### src/rtl/cpu_pkg.sv
// Shared fetch-stage definitions: reset/exception vectors, instruction step
// and the next-PC source encoding used by pc_gen.
package cpu_pkg;

    localparam logic [31:0] PC_RESET_VEC = 32'h0000_0000;
    localparam logic [31:0] PC_EXC_VEC   = 32'h0000_0080;
    localparam int unsigned INSTR_STEP   = 32'd4;

    typedef enum logic [2:0] {
        SEL_EXC   = 3'd0,
        SEL_HOLD  = 3'd1,
        SEL_RAS   = 3'd2,
        SEL_REDIR = 3'd3,
        SEL_SEQ   = 3'd4
    } pc_sel_e;

endpackage

### src/rtl/pc_gen_if.sv
// Control/hazard-unit to PC-generator bundle. The master drives fetch
// control; the slave (pc_gen) returns the PC and RAS status.
interface pc_gen_if #(
    parameter int unsigned WIDTH = 32,
    parameter int unsigned CNT_W = 3
);
    logic             stall;
    logic             exc_req;
    logic             redirect_vld;
    logic [WIDTH-1:0] redirect_pc;
    logic             call;
    logic             ret;
    logic [WIDTH-1:0] pc;
    logic [WIDTH-1:0] pc_plus;
    logic [CNT_W-1:0] ras_cnt;
    logic             ret_miss;

    modport master (
        output stall, exc_req, redirect_vld, redirect_pc, call, ret,
        input  pc, pc_plus, ras_cnt, ret_miss
    );

    modport slave (
        input  stall, exc_req, redirect_vld, redirect_pc, call, ret,
        output pc, pc_plus, ras_cnt, ret_miss
    );
endinterface

### src/rtl/ras_stack.sv
// Circular return-address stack. ptr_r is the next free slot, so the top
// entry is always mem[ptr_r-1]; a full push silently overwrites the oldest.
module ras_stack #(
    parameter int unsigned WIDTH = 32,
    parameter int unsigned DEPTH = 4,
    localparam int unsigned PTR_W = $clog2(DEPTH),
    localparam int unsigned CNT_W = PTR_W + 1
) (
    input  logic             clk,
    input  logic             rst,
    input  logic             push,
    input  logic             pop,
    input  logic             replace,
    input  logic [WIDTH-1:0] din,
    output logic [WIDTH-1:0] top,
    output logic [CNT_W-1:0] cnt
);

    logic [WIDTH-1:0] mem_r [DEPTH];
    logic [PTR_W-1:0] ptr_r;
    logic [CNT_W-1:0] cnt_r;
    logic [PTR_W-1:0] top_idx_s;

    assign top_idx_s = ptr_r - PTR_W'(1);
    assign top       = mem_r[top_idx_s];
    assign cnt       = cnt_r;

    // Entry storage; contents are don't-care after reset.
    always_ff @(posedge clk) begin
        if (push) begin
            mem_r[ptr_r] <= din;
        end else if (replace) begin
            mem_r[top_idx_s] <= din;
        end
    end

    // Pointer and occupancy; replace on an empty stack materialises one entry.
    always_ff @(posedge clk or posedge rst) begin
        if (rst) begin
            ptr_r <= PTR_W'(0);
            cnt_r <= CNT_W'(0);
        end else if (push) begin
            ptr_r <= ptr_r + PTR_W'(1);
            if (cnt_r != CNT_W'(DEPTH)) begin
                cnt_r <= cnt_r + CNT_W'(1);
            end
        end else if (pop && (cnt_r != CNT_W'(0))) begin
            ptr_r <= top_idx_s;
            cnt_r <= cnt_r - CNT_W'(1);
        end else if (replace && (cnt_r == CNT_W'(0))) begin
            cnt_r <= CNT_W'(1);
        end
    end

endmodule

### src/rtl/pc_gen.sv
// Fetch-stage program counter: priority mux over exception, stall, RAS
// return, redirect and sequential sources, with a registered PC.
module pc_gen
    import cpu_pkg::*;
#(
    parameter int unsigned     WIDTH     = 32,
    parameter logic [WIDTH-1:0] RESET_VEC = WIDTH'(PC_RESET_VEC),
    parameter logic [WIDTH-1:0] EXC_VEC   = WIDTH'(PC_EXC_VEC),
    parameter int unsigned     STEP      = INSTR_STEP,
    parameter int unsigned     RAS_DEPTH = 4
) (
    input  logic     clk,
    input  logic     rst,
    pc_gen_if.slave  bus
);

    localparam int unsigned CNT_W = $clog2(RAS_DEPTH) + 1;

    logic [WIDTH-1:0] pc_r;
    logic [WIDTH-1:0] pc_plus_s;
    logic [WIDTH-1:0] pc_nxt_s;
    logic [WIDTH-1:0] ras_top_s;
    logic [CNT_W-1:0] ras_cnt_s;
    logic             ras_empty_s;
    logic             ret_miss_r;
    logic             miss_nxt_s;
    logic             push_s;
    logic             pop_s;
    logic             replace_s;
    pc_sel_e          sel_s;

    assign pc_plus_s   = pc_r + WIDTH'(STEP);
    assign ras_empty_s = (ras_cnt_s == CNT_W'(0));

    // Source selection in strict priority order.
    always_comb begin
        sel_s = SEL_SEQ;
        if (bus.exc_req) begin
            sel_s = SEL_EXC;
        end else if (bus.stall) begin
            sel_s = SEL_HOLD;
        end else if (bus.ret) begin
            sel_s = SEL_RAS;
        end else if (bus.redirect_vld) begin
            sel_s = SEL_REDIR;
        end else begin
            sel_s = SEL_SEQ;
        end
    end

    // Next PC and RAS commands; a ret+call pair swaps the top in place.
    always_comb begin
        pc_nxt_s   = pc_plus_s;
        push_s     = 1'b0;
        pop_s      = 1'b0;
        replace_s  = 1'b0;
        miss_nxt_s = 1'b0;
        case (sel_s)
            SEL_EXC:   pc_nxt_s = EXC_VEC;
            SEL_HOLD:  pc_nxt_s = pc_r;
            SEL_RAS: begin
                pc_nxt_s   = ras_empty_s ? pc_plus_s : ras_top_s;
                miss_nxt_s = ras_empty_s;
                if (bus.redirect_vld && bus.call) begin
                    replace_s = 1'b1;
                end else begin
                    pop_s = 1'b1;
                end
            end
            SEL_REDIR: begin
                pc_nxt_s = bus.redirect_pc;
                push_s   = bus.call;
            end
            SEL_SEQ:   pc_nxt_s = pc_plus_s;
            default:   pc_nxt_s = pc_plus_s;
        endcase
    end

    // PC and return-miss registers.
    always_ff @(posedge clk or posedge rst) begin
        if (rst) begin
            pc_r       <= RESET_VEC;
            ret_miss_r <= 1'b0;
        end else begin
            pc_r       <= pc_nxt_s;
            ret_miss_r <= miss_nxt_s;
        end
    end

    ras_stack #(
        .WIDTH (WIDTH),
        .DEPTH (RAS_DEPTH)
    ) u_ras (
        .clk     (clk),
        .rst     (rst),
        .push    (push_s),
        .pop     (pop_s),
        .replace (replace_s),
        .din     (pc_plus_s),
        .top     (ras_top_s),
        .cnt     (ras_cnt_s)
    );

    assign bus.pc       = pc_r;
    assign bus.pc_plus  = pc_plus_s;
    assign bus.ras_cnt  = ras_cnt_s;
    assign bus.ret_miss = ret_miss_r;

endmodule
### src/flat_wrapper.sv
// flat-port wrapper written by rule: the top's interface ports become plain ports
module pc_gen_flat import cpu_pkg::*;
#(
    parameter int unsigned     WIDTH     = 32,
    parameter logic [WIDTH-1:0] RESET_VEC = WIDTH'(PC_RESET_VEC),
    parameter logic [WIDTH-1:0] EXC_VEC   = WIDTH'(PC_EXC_VEC),
    parameter int unsigned     STEP      = INSTR_STEP,
    parameter int unsigned     RAS_DEPTH = 4
)
  (clk, rst, bus_stall, bus_exc_req, bus_redirect_vld, bus_redirect_pc, bus_call, bus_ret, bus_pc, bus_pc_plus, bus_ras_cnt, bus_ret_miss);
  pc_gen_if #(.WIDTH(WIDTH)) bus_i ();
  input  logic clk;
  input  logic rst;
  input wire logic [$bits(bus_i.stall)-1:0] bus_stall;
  input wire logic [$bits(bus_i.exc_req)-1:0] bus_exc_req;
  input wire logic [$bits(bus_i.redirect_vld)-1:0] bus_redirect_vld;
  input wire logic [$bits(bus_i.redirect_pc)-1:0] bus_redirect_pc;
  input wire logic [$bits(bus_i.call)-1:0] bus_call;
  input wire logic [$bits(bus_i.ret)-1:0] bus_ret;
  output wire logic [$bits(bus_i.pc)-1:0] bus_pc;
  output wire logic [$bits(bus_i.pc_plus)-1:0] bus_pc_plus;
  output wire logic [$bits(bus_i.ras_cnt)-1:0] bus_ras_cnt;
  output wire logic [$bits(bus_i.ret_miss)-1:0] bus_ret_miss;
  assign bus_i.stall = bus_stall;
  assign bus_i.exc_req = bus_exc_req;
  assign bus_i.redirect_vld = bus_redirect_vld;
  assign bus_i.redirect_pc = bus_redirect_pc;
  assign bus_i.call = bus_call;
  assign bus_i.ret = bus_ret;
  assign bus_pc = bus_i.pc;
  assign bus_pc_plus = bus_i.pc_plus;
  assign bus_ras_cnt = bus_i.ras_cnt;
  assign bus_ret_miss = bus_i.ret_miss;
  pc_gen #(.WIDTH(WIDTH), .RESET_VEC(RESET_VEC), .EXC_VEC(EXC_VEC), .STEP(STEP), .RAS_DEPTH(RAS_DEPTH)) u_core (.clk(clk), .rst(rst), .bus(bus_i));
endmodule
### config.mk
export PLATFORM = sky130hd
export DESIGN_NAME = pc_gen_flat
export DESIGN_NICKNAME = d
export VERILOG_FILES = /design/src/rtl/cpu_pkg.sv /design/src/rtl/pc_gen_if.sv /design/src/rtl/ras_stack.sv /design/src/rtl/pc_gen.sv /design/src/flat_wrapper.sv
export SDC_FILE = /design/constraint.sdc
export NUM_CORES = 1
export LEC_CHECK = 0
export CAP_MARGIN = 20
export CORE_ASPECT_RATIO = 2
export CORE_UTILIZATION = 55
export DETAILED_ROUTE_END_ITERATION = 10
export HOLD_SLACK_MARGIN = 0.02
export MAX_ROUTING_LAYER = met4
export PLACE_DENSITY = 0.8
export SLEW_MARGIN = 20
export SYNTH_ARGS = -nofsm -noshare
export SYNTH_HDL_FRONTEND = slang
export SYNTH_SLANG_ARGS = --single-unit
export TNS_END_PERCENT = 50
### constraint.sdc
create_clock -name clk -period 6.4 [get_ports clk]
set_clock_uncertainty 0.2 [all_clocks]
set_input_delay 1.28 -clock clk [delete_from_list [all_inputs] [get_ports clk]]
set_output_delay 1.28 -clock clk [all_outputs]
set_load 0.02 [all_outputs]
== Word-level counts from Yosys, hierarchy flattened ==
Memory sizes are Yosys's and may differ from the RTL's.
Index checks and enable logic that the tools add are counted.
Storage, ports and cells
  bits in registers: 38
  bits in writable memories: 128
  output and inout bits: 68
  word-level logic and storage cells: 51
  memories: 1
Memories
  u_core.u_ras.mem_r: words 4, bits a word 32, read ports 1, clocked after memory_dff 0, wr ports 1, RTL line ras_stack.sv:19  | logic [WIDTH-1:0] mem_r [DEPTH];
Operators by class
  $add $sub $neg: 5
  equality and inequality tests: 5
  muxes and demuxes: 26
  reduce and logical (&&, ||, !) cells: 10
Operator list (number)
  32-bit one-hot mux with 4 select lines: 1
  32-bit 2-to-1 mux: 2
  32-bit by 3-bit adder with 32-bit output, second input constant: 1
  32-bit OR reduction: 1
  3-bit 2-to-1 mux: 8
  1-bit 2-to-1 mux: 12
  3-bit by 2-bit equality test with 1-bit output, second input constant: 2
  3-bit zero test: 2
  2-bit 2-to-1 mux: 3
  3-bit nonzero test: 2
  3-bit by 1-bit adder with 3-bit output, second input constant: 1
  3-bit by 1-bit equality test with 1-bit output, second input constant: 1
  1-bit logical AND: 3
  3-bit != test, second input constant: 1
  3-bit by 1-bit subtractor with 3-bit output, second input constant: 1
  2-bit by 1-bit adder with 2-bit output, second input constant: 1
  2-bit != test, second input constant: 1
  2-bit AND reduction: 1
  2-bit nonzero test: 1
  2-bit by 1-bit subtractor with 2-bit output, second input constant: 1

== Logic depth before layout (Yosys ltp) ==
Gate-level depths: netlist of the first run.
  word-level depth: 11
  gate-level depth with buffers: 10
  mapped depth without buffers: 6

== By module ==
A second synthesis of the first run with hierarchy kept.
Second synthesis, totals
  cells, all modules: 541
  area total of the unflattened synthesis: 7748.7 µm²
Modules (own cells, without submodules)
  ras_stack: instances 1, cells each 218, area an instance 5046.1 µm², sequential area each 3968.8 µm²
  pc_gen: instances 1, cells each 323, area an instance 2702.6 µm², sequential area each 825.8 µm²

== Worst setup path before layout of the first run ==
OpenSTA, ideal clock, no wires.
  path kind: input -> register
  start point: in bus_stall
  end point: mem u_core.u_ras.mem_r[2][0] (enable)
  arrival: 4982 ps
  data required time: 5699 ps
  setup slack: 717 ps
  stages: 3
  path buffers: 1
  cells stage by stage: clkbuf_1 nand4bb_1 nor4_1
On the way
  word-level cells in the longest chain between the ends: 9
  elaborated cells between the ends (all ways): 14
  classes of those cells: 2 x eq/ne; 11 x mux; 1 x reduce/logical
Ends and longest elaborated chain
  start: declaration: RTL line flat_wrapper.sv:14  | input wire logic [$bits(bus_i.stall)-1:0] bus_stall;
  3-bit 2-to-1 mux (*): RTL line pc_gen.sv:40  | end else if (bus.stall) begin
  3-bit 2-to-1 mux (*): RTL line pc_gen.sv:38  | if (bus.exc_req) begin
  3-bit by 2-bit equality test with 1-bit output: RTL line pc_gen.sv:58  | case (sel_s)
  1-bit 2-to-1 mux: RTL line pc_gen.sv:58
  1-bit 2-to-1 mux: RTL line ras_stack.sv:32  | end else if (replace) begin
  1-bit 2-to-1 mux: RTL line ras_stack.sv:30  | if (push) begin
  1-bit 2-to-1 mux (implied by the code): RTL line ras_stack.sv:33  | mem_r[top_idx_s] <= din;
  32-bit OR reduction (no source line)
  2-bit 2-to-1 mux (no source line) / 1-bit 2-to-1 mux (equally long branches)
  end: declaration: RTL line ras_stack.sv:19
Mark *: on every way between the ends. The rest lies on a longest branch, timed or not.

== Worst setup path in the final report of the first run ==
  start point: reg u_core.pc_r[2], in the netlist u_core.bus.pc[2]
  end point: out bus_pc_plus[28]
On the way
  word-level cells in the longest chain between the ends: 1
Ends and longest elaborated chain
  start: declaration: RTL line pc_gen.sv:19  | logic [WIDTH-1:0] pc_r;
  start signal: assignment: RTL line pc_gen.sv:85  | pc_r <= pc_nxt_s;
  32-bit by 3-bit adder with 32-bit output: RTL line pc_gen.sv:32  | assign pc_plus_s = pc_r + WIDTH'(STEP);
  end: declaration: RTL line flat_wrapper.sv:21  | output wire logic [$bits(bus_i.pc_plus)-1:0] bus_pc_plus;
Every way passes these cells.

==> results of run 1 <==
==> state kept, by name, indices dropped and copies added, names as in the netlist <==
signal / flops
u_core.u_ras.cnt: 3
u_core.bus.ret_miss: 1
u_core.u_ras.ptr_r: 2
u_core.u_ras.mem_r: 128
u_core.bus.pc: 32
==> synth_stat cells (2+ instances only) <==
master       n
nand2_1     27
clkbuf_1    24
mux2i_1      3
or4_1        4
and3_1       3
nand3b_1     3
ha_1         4
a222oi_1    15
a32oi_1      3
nand3_1     18
nor2_1      12
buf_2        6
a21o_1       2
a221o_1      4
a221oi_1     2
a31oi_1      4
and4_1       2
xnor2_1     24
a22oi_1      5
or2_2        4
nor3_1       6
or3_4        2
nand4_1     13
nor4_1       9
buf_4        4
dfrtp_1     38
o21ai_0     11
a32o_1       5
a21oi_1     13
nor2b_1      3
mux4_2      32
o311ai_0     8
inv_1       15
a22o_1       5
nand2b_1     4
and2_1       4
or3_1        7
o211ai_1    10
a2bb2oi_1    4
xor2_1       5
buf_6        3
nand4_2      2
edfxtp_1   128
==> stage by stage <==
stage	hold WS, ps	cell area (um2)
6_report	391.3	9424
2_1_floorplan	441.8	7641
3_5_place_dp	369.8	8846
3_3_place_gp	351.3	8846
5_1_grt	435.5	9424
4_1_cts	382.0	9424
==> worst min path at each step <==
stage,cells after the start,end,slack (ps)
2_1_floorplan,2,u_core.bus.pc[0]$_DFFE_PP0P_,440
3_3_place_gp,0,u_core.u_ras.mem_r[3][1]$_DFFE_PP_,350
3_5_place_dp,2,u_core.bus.pc[3]$_DFFE_PP0P_,370
4_1_cts,2,u_core.bus.pc[3]$_DFFE_PP0P_,380
5_1_grt,0,u_core.u_ras.mem_r[0][0]$_DFFE_PP_,440
6_report,2,u_core.bus.pc[3]$_DFFE_PP0P_,390
==> layer usage <==
layer / global-route usage [%] / vias up / part of all wire, %
met1: 33.63 / 2713 / 33
met5: - / - / 0
met2: 54.35 / 334 / 55
li1: - / 2297 / -
met3: 5.607 / 81 / 7.1
met4: 17.17 / 0 / 4.9
==> cell families (layout without fill, tap and decap cells) <==
family / after synthesis / count (layout)
flip-flops: 166 / 166
AND/OR/NAND/NOR: 130 / 130
AO/OA/AOI/OAI: 101 / 101
buffers and inverters: 54 / 168
multiplexers: 35 / 35
XOR/XNOR: 29 / 29
adder cells (fa/ha/maj): 4 / 4
==> placed cells by master, fill, tap and decap left out, types with 3 or more instances in the layout <==
| cell type | instances |
|---|---|
| o21ai_0 | 11 |
| ha_1 | 4 |
| nor3_1 | 6 |
| or2_2 | 4 |
| clkbuf_16 | 17 |
| inv_6 | 4 |
| xor2_1 | 5 |
| or4_1 | 4 |
| o211ai_1 | 10 |
| clkinv_4 | 4 |
| a32o_1 | 5 |
| clkdlybuf4s50_1 | 106 |
| nand4_1 | 13 |
| o311ai_0 | 8 |
| nor2_1 | 10 |
| a31oi_1 | 4 |
| mux4_2 | 32 |
| and3_1 | 3 |
| a21oi_1 | 13 |
| nand2_1 | 27 |
| nand3b_1 | 3 |
| buf_4 | 15 |
| a222oi_1 | 15 |
| nor4_1 | 7 |
| and2_1 | 4 |
| nand3_1 | 18 |
| xnor2_1 | 24 |
| a2bb2oi_1 | 4 |
| a22oi_1 | 5 |
| dfrtp_1 | 37 |
| mux2i_1 | 3 |
| inv_1 | 15 |
| a22o_1 | 5 |
| nand2b_1 | 4 |
| or3_1 | 7 |
| a221o_1 | 4 |
| edfxtp_1 | 128 |
| a32oi_1 | 3 |
==> final cells by class <==
cell class / instances / area [um2] / area share [%]
Clock buffer: 19 / 432.9 / 4.594
Timing Repair Buffer: 121 / 1174 / 12.45
Tap cell: 155 / 193.9 / 2.058
Sequential cell: 166 / 4796 / 50.89
Inverter: 15 / 56.30 / 0.5975
Clock inverter: 13 / 145.1 / 1.540
Multi-Input combinational cell: 299 / 2626 / 27.87
==> worst max-delay path: stages (launching register included) <==
cell and delay, ps:
dfrtp_1 450, ha_1 260, nand3_1 340, or4_4 730, or3_4 430, xnor2_1 320, clkdlybuf4s50_1 680
==> power by group through the flow <==
stage	clock, mW	sequential, mW	combinational [mW]
floorplan	0	1.41	0.574
global placement	0	1.38	0.943
detailed placement	0	1.39	0.960
CTS	1.01	1.37	0.967
global route	1.05	1.38	1.01
finish	1.01	1.37	0.956
==> impl_metrics.yaml, run 1 <==
synth:
  yosys.area_share.simple_pct: 9.841
  synthMuxAreaShare_pct: 9.825
  synth_top_area_share_pct: 50.30
  synth_area_leaders: "edfxtp_1 50%, dfrtp_1 12%, mux4_2 9.4%, xnor2_1 2.8%, a222oi_1 2.0%"
  synth_edf_count: 128
  syn_nets: 562
  synth_xor_area_share_pct: 3.324
  ys_ff_latch: 166
  synth_top_family_by_area: "compound AO/OA/AOI/OAI gates"
  syn-cell-area_mm2: 0.007641
  ys_warn_count: 0
  synthCells: 519
  async_flop_share_pct: 22.89
  avgSynthCellArea_um2: 14.72
  synth_ff_type: "edfxtp_1"
  yosysUniqueCellTypes: 62
  ys_seq_area_share_pct: 62.75
  synth_top_area_cell: "edfxtp_1"
  synthAdderAreaFrac_pct: 0.6550
  synth_compound_area_share_pct: 10.35
clock_network:
  root_buffer: "clkbuf_16"
  cts_sinks: 166
  cts_tree: "yes"
  cts-hold-fix-buffers: 0
  ctsLongestPathBuffers: 2
  clk_pin_slew_ps: 60
  postCtsSetupBuffers: 0
  cts-buffers-inserted: 17
  h-tree-depth: 4
  ctsResizeCount: 0
  insertion_delay_ps: 430
sta:
  min_period_over_period_pct: 80.07
  worst_slew_pin_slew_ps: 959.9
  drv_slew: 0
  fin_crit_ps: 5124
  max_freq_mhz: 195.1
  final-hold-violation-count: 0
  setup_tns_ps: 0
  rsz0062_at_grt: "false"
  timing.final.ws_setup_ps: 1276
  relSlewSlack_pct: 35.94
  setup_viol: 0
layout:
  final_util_pct: 69.74
  antenna_cells: 0
  area_delta_synth_final_pct: 23.33
  num-fill-cells: 908
  drive_above_1_share_pct: 15.01
  nets: 663
  layout.cells.non_filler: 788
critical_path:
  worstPathArrival_ps: 3640
  worstSetupEndpoint: "bus_pc_plus[28]"
  startpoint: "u_core.bus.pc[2]$_DFFE_PP0P_"
  cp-start-kind: "flop"
  endpoint_kind: "output pin"
  reg2reg_from: "u_core.u_ras.ptr_r[0]$_DFFE_PP0P_"
  path_max_fanout: 11
  rrSetupSlack_ps: 3330
  reg2regPathDepth: 5
  r2r_end: "u_core.u_ras.mem_r[3][11]$_DFFE_PP_"
  critPathKind: "reg2out"
  required_ps: 4920
status:
  status: "finished, final reports clean"
min_path:
  min_path_type: "reg2reg"
  hp-start: "u_core.bus.pc[3]$_DFFE_PP0P_"
global_route:
  antenna_found_initial: 0
  grt_usage_pct: 31.33
  grt_max_degree: 39
  grt_pass1_wl_um: 31970
  grt_pass1_vias: 5698
  overflow: 0
power_and_ir_drop:
  pwr-share-clk_pct: 30.2
  ir_drop_mv: 0.2139
  p_leak_nw: 3.180
  switchingPower_mw: 1.041
  pwr_density_cell_mw_per_mm2: 354.5
  p_int_mw: 2.300
  p_total_mw: 3.341
  seqPwrFrac_pct: 41.1
  switching_share_pct: 31.15
  pwr-share-comb_pct: 28.6
place:
  dp_hpwl_um: 13540
  post-place-ws_ps: 1734
  port-buffer-count: 106
  place_congestion: 0.8894
  dpl.cell_count: 756
routing:
  first_iter_violations: 649
  viasPerCell: 6.885
  vias: 5425
  wl_per_cell_um: 26.48
  wl_um: 20870
  drc: 0
  ant_nets: 0
  first_pass_iters: 6
floorplanning:
  die_height_um: 168.7
  core_mm2: 0.01351
  pin_count: 107
  fp-row-count: 60
  die_w_um: 85.35
  die_area_mm2: 0.01440
  start_util_pct: 56.55
flow_run:
  drv_cap: 0
Power figures use the tool's default switching activity.
==> run 2, diff against run 1 <==
Clock period 6.4 ns to 4.8 ns, I/O delays scaled along.
==> impl_metrics.yaml, run 2 (same netlist as run 1, synthesis figures left out) <==
layout:
  antenna_cells: 0
  area_delta_synth_final_pct: 23.56
  layout.cells.non_filler: 791
  largest_register: "u_core.u_ras.mem_r"
  drive_above_1_share_pct: 15.88
  fin_area_mm2: 0.009442
  mostFrequentLayoutCells: "128 x edfxtp_1, 106 x clkdlybuf4s50_1, 37 x dfrtp_1"
  final_util_pct: 69.87
  largest_reg_flops: 128
  mostFrequentLayoutCell: "edfxtp_1"
  nets: 666
routing:
  wl_met1_um: 7029
  top_layer: "met4"
  wl_met3_um: 1336
  vias: 5477
  wl_um: 20520
  viasPerCell: 6.924
  wl_per_cell_um: 25.94
  drc: 0
  first_iter_violations: 631
  route.met2.wl_um: 10840
  ant_nets: 0
  first_pass_iters: 6
sta:
  worst_slew_pin_slew_ps: 1026
  min_period_over_period_pct: 95.52
  relSlewSlack_pct: 31.63
  fin_crit_ps: 4585
  setup_tns_ps: 0
  setup_viol: 0
  final-hold-violation-count: 0
  drv_slew: 0
  max_freq_mhz: 218.1
  rsz0062_at_grt: "false"
  timing.final.ws_setup_ps: 214.9
min_path:
  min_path_type: "reg2reg"
power_and_ir_drop:
  pwr_density_cell_mw_per_mm2: 468.9
  switchingPower_mw: 1.404
  p_leak_nw: 3.194
  pwr-share-clk_pct: 29.8
  switching_share_pct: 31.71
  seqPwrFrac_pct: 43.6
  ir_drop_mv: 0.3146
  pwr-share-comb_pct: 26.6
  p_int_mw: 3.023
critical_path:
  cp_slowest_cell: "or4_4"
  max_stage_delay_ps: 680
  endpoint_kind: "output pin"
  required_ps: 3640
  critical-path-top-delay-family: "simple AND/OR/NAND/NOR gates"
  critPathKind: "reg2out"
  cp-start-kind: "flop"
  crit_chain: "nand4_2 > or4_4 > or3_1 > xnor2_1 > clkdlybuf4s50_1"
  path_max_fanout: 11
  worstPathArrival_ps: 3430
  path_buf_inv: 1
place:
  place_congestion: 0.9189
  post-place-ws_ps: 605.2
  dpl.cell_count: 759
  dp_hpwl_um: 13610
  place_area_mm2: 0.008869
  port-buffer-count: 106
clock_network:
  ctsLongestPathBuffers: 2
  cts_tree: "yes"
  insertion_delay_ps: 430
  clk_pin_slew_ps: 70
  h-tree-depth: 4
  root_buffer: "clkbuf_16"
  cts_sinks: 166
  cts-buffers-inserted: 17
global_route:
  grt_pass1_wl_um: 31310
  grt_max_degree: 33
  grt_pass1_vias: 5529
  antenna_found_initial: 0
  overflow: 0
  grt_usage_pct: 31.02
floorplanning:
  die_w_um: 85.35
  pin_count: 107
  fp-row-count: 60
  core_mm2: 0.01351
  die_height_um: 168.7
  start_util_pct: 56.55
  die_area_mm2: 0.01440
status:
  status: "finished, final reports clean"
flow_run:
  drv_cap: 0
[run 2: changes by cell type in the layout (fill, tap and decap cells not counted)]
cell	change
buf_4	+3
bufinv_16	-1
clkbuf_1	-2
clkinv_2	+1
clkinv_4	-2
clkinvlp_4	+1
inv_8	+3
or4_1	-1
or4_4	+1
[run 2: final timing paths]
| check | slack [ps] | from | endpoint | depth (start not counted) |
|---|---|---|---|---|
| min reg2reg | 400 | u_core.bus.pc[0]$_DFFE_PP0P_ | u_core.u_ras.mem_r[2][0]$_DFFE_PP_ | 0 |
| max reg2reg | 1990 | u_core.u_ras.cnt[0]$_DFFE_PP0P_ | u_core.bus.pc[29]$_DFFE_PP0P_ | 7 |
| max | 210 | u_core.bus.pc[6]$_DFFE_PP0P_ | bus_pc_plus[29] | 5 |
| max in group asynchronous | 3150 | rst | u_core.bus.pc[14]$_DFFE_PP0P_ | 3 |
| min | 400 | u_core.bus.pc[0]$_DFFE_PP0P_ | u_core.u_ras.mem_r[2][0]$_DFFE_PP_ | 0 |
| min in group asynchronous | 640 | rst | u_core.bus.pc[1]$_DFFE_PP0P_ | 2 |
[run 2: cell type report]
class	count	area (um2)
Multi-Input combinational cell	299	2630
Sequential cell	166	4796
Clock inverter	15	143.9
Tap cell	155	193.9
Inverter	15	56.30
Fill cell	890	4071
Timing Repair Buffer	124	1196
Clock buffer	17	425.4
[run 2: power groups by stage]
| stage | clock (mW) | sequential [mW] | combinational (mW) |
|---|---|---|---|
| 5_1_grt | 1.38 | 1.95 | 1.24 |
| 3_3_place_gp | 0 | 1.95 | 1.16 |
| 6_report | 1.32 | 1.93 | 1.18 |
| 2_1_floorplan | 0 | 1.88 | 0.766 |
| 4_1_cts | 1.33 | 1.93 | 1.18 |
| 3_5_place_dp | 0 | 1.96 | 1.17 |
[run 2: layer usage]
metal	up-vias	track usage (%)
li1	2318	-
met1	2723	34.61
met2	346	51.86
met3	90	5.607
met4	0	18.19
met5	-	-
[run 2: worst reg2reg max path: stages (launching register included)]
cell      delay [ps]
dfrtp_1          450
inv_1            110
ha_1             300
nand3b_1         280
a21oi_1          670
buf_4            340
o311ai_0         230
o211ai_1         150
[run 2: repair_timing]
| action | in CTS | in global routing |
|---|---|---|
| endpoints found under the setup margin | 0 | 2 |
| gates resized for setup | 0 | 1 |
| hold buffers | 0 | 0 |
| setup buffers | 0 | 0 |
[run 2: stage by stage]
stage / hold WS [ps] / power (mW)
4_1_cts: 396.5 / 4.437
3_5_place_dp: 379.9 / 3.129
6_report: 399.6 / 4.427
5_1_grt: 430.3 / 4.570
2_1_floorplan: 441.8 / 2.647
3_3_place_gp: 342.1 / 3.104
==> run 3, diff against run 2 <==
Clock period 4.8 ns to 4.4 ns, I/O delays scaled along.
==> impl_metrics.yaml, run 3 (same netlist as run 1, synthesis figures left out) <==
floorplanning:
  die_area_mm2: 0.01440
  die_height_um: 168.7
  die_w_um: 85.35
  pin_count: 107
  core_mm2: 0.01351
  fp-row-count: 60
  start_util_pct: 56.55
critical_path:
  critical-path-top-delay-family: "simple AND/OR/NAND/NOR gates"
  path_buf_inv: 1
  cp-start-kind: "flop"
  worstPathArrival_ps: 3220
  cp_slowest_cell: "clkdlybuf4s50_1"
  endpoint_kind: "output pin"
  max_stage_delay_ps: 680
  required_ps: 3320
  critPathKind: "reg2out"
  crit_chain: "nand4_2 > or4_4 > or3_1 > xnor2_1 > clkdlybuf4s50_1"
  path_max_fanout: 10
sta:
  worst_slew_pin_slew_ps: 941.4
  min_period_over_period_pct: 97.76
  rsz0062_at_grt: "false"
  max_freq_mhz: 232.5
  fin_crit_ps: 4301
  timing.final.ws_setup_ps: 98.71
  setup_tns_ps: 0
  setup_viol: 0
  final-hold-violation-count: 0
  relSlewSlack_pct: 36.98
  drv_slew: 0
layout:
  largest_register: "u_core.u_ras.mem_r"
  num-fill-cells: 928
  drive_above_1_share_pct: 17.26
  largest_reg_flops: 128
  nets: 673
  final_util_pct: 70.40
  mostFrequentLayoutCell: "edfxtp_1"
  area_delta_synth_final_pct: 24.50
  mostFrequentLayoutCells: "128 x edfxtp_1, 104 x clkdlybuf4s50_1, 37 x dfrtp_1"
  antenna_cells: 0
clock_network:
  insertion_delay_ps: 430
  root_buffer: "clkbuf_16"
  clk_pin_slew_ps: 70
  ctsLongestPathBuffers: 2
  cts_sinks: 166
  cts_tree: "yes"
  cts-buffers-inserted: 17
  postCtsSetupBuffers: 0
  h-tree-depth: 4
routing:
  ant_nets: 0
  vias: 5471
  viasPerCell: 6.856
  wl_per_cell_um: 26.02
  first_iter_violations: 589
  wl_um: 20760
  drc: 0
  first_pass_iters: 7
power_and_ir_drop:
  p_leak_nw: 3.273
  pwr_density_cell_mw_per_mm2: 510.2
  ir_drop_mv: 0.3149
global_route:
  antenna_found_initial: 0
  grt_max_degree: 39
  overflow: 0
  grt_pass1_vias: 5615
  grt_usage_pct: 31.52
  grt_pass1_wl_um: 31730
status:
  status: "finished, final reports clean"
place:
  port-buffer-count: 106
  post-place-ws_ps: 368.0
  dp_hpwl_um: 13690
  place_congestion: 0.9124
min_path:
  min_path_type: "reg2reg"
flow_run:
  drv_cap: 0
==> run 3: changes by cell type in the layout (fill, tap and decap cells not counted), moves of 2 or more <==
cell,delta
buf_4,+7
xnor2_1,-2
clkdlybuf4s50_1,-2
xnor2_2,+2
clkinv_1,-2
==> run 3: power by group <==
part           internal, mW  switching, mW
Combinational         0.660          0.673
Sequential             1.85          0.218
Clock                 0.799          0.655
==> run 3: cell type report <==
class	instances	area [um2]	share of cell area (%)
clock buffers	18	429.2	4.511
clock inverters	14	142.6	1.499
inverters	15	56.30	0.5919
multi-input cells	299	2645	27.80
flip-flops and latches	166	4796	50.41
well taps	155	193.9	2.039
repair buffers	131	1250	13.14
==> run 3: path summary, 6_finish.rpt <==
check	from	to	slack (ps)	depth (start not counted)
worst min register to register	u_core.bus.pc[0]$_DFFE_PP0P_	u_core.u_ras.mem_r[3][0]$_DFFE_PP_	370	0
worst max register to register	u_core.u_ras.ptr_r[0]$_DFFE_PP0P_	u_core.bus.pc[16]$_DFFE_PP0P_	1720	4
max in group asynchronous	rst	u_core.u_ras.ptr_r[0]$_DFFE_PP0P_	2930	3
worst min-delay path	u_core.bus.pc[0]$_DFFE_PP0P_	u_core.u_ras.mem_r[3][0]$_DFFE_PP_	370	0
min in group asynchronous	rst	u_core.bus.pc[0]$_DFFE_PP0P_	670	3
worst max-delay path	u_core.bus.pc[6]$_DFFE_PP0P_	bus_pc_plus[23]	100	5
==> run 3: timing repair <==
| action | in CTS | in global routing |
|---|---|---|
| hold buffers | 0 | 0 |
| resized for setup | 3 | 2 |
| endpoints found under the hold margin | 0 | 0 |
| endpoints found under the setup margin | 3 | 1 |
==> run 3: metrics by stage <==
stage | power [mW] | cell area (um2) | cells | hold WS [ps]
final | 4.854 | 9513 | 798 | 372.3
after global routing | 5.004 | 9513 | 798 | 429.9
after CTS | 4.862 | 9503 | 798 | 380.4
after detailed placement | 3.424 | 8921 | 766 | 366.9
after global placement | 3.393 | 8921 | 766 | 346.9
after floorplan | 2.887 | 7641 | 519 | 441.8
==> run 3: metal layers <==
layer	track usage [%]	share of wire (%)	routed length, um
met1	34.73	34	7005
met2	53.86	54	11210
met3	5.071	6.6	1371
met4	17.90	5.7	1175
met5	-	0	0
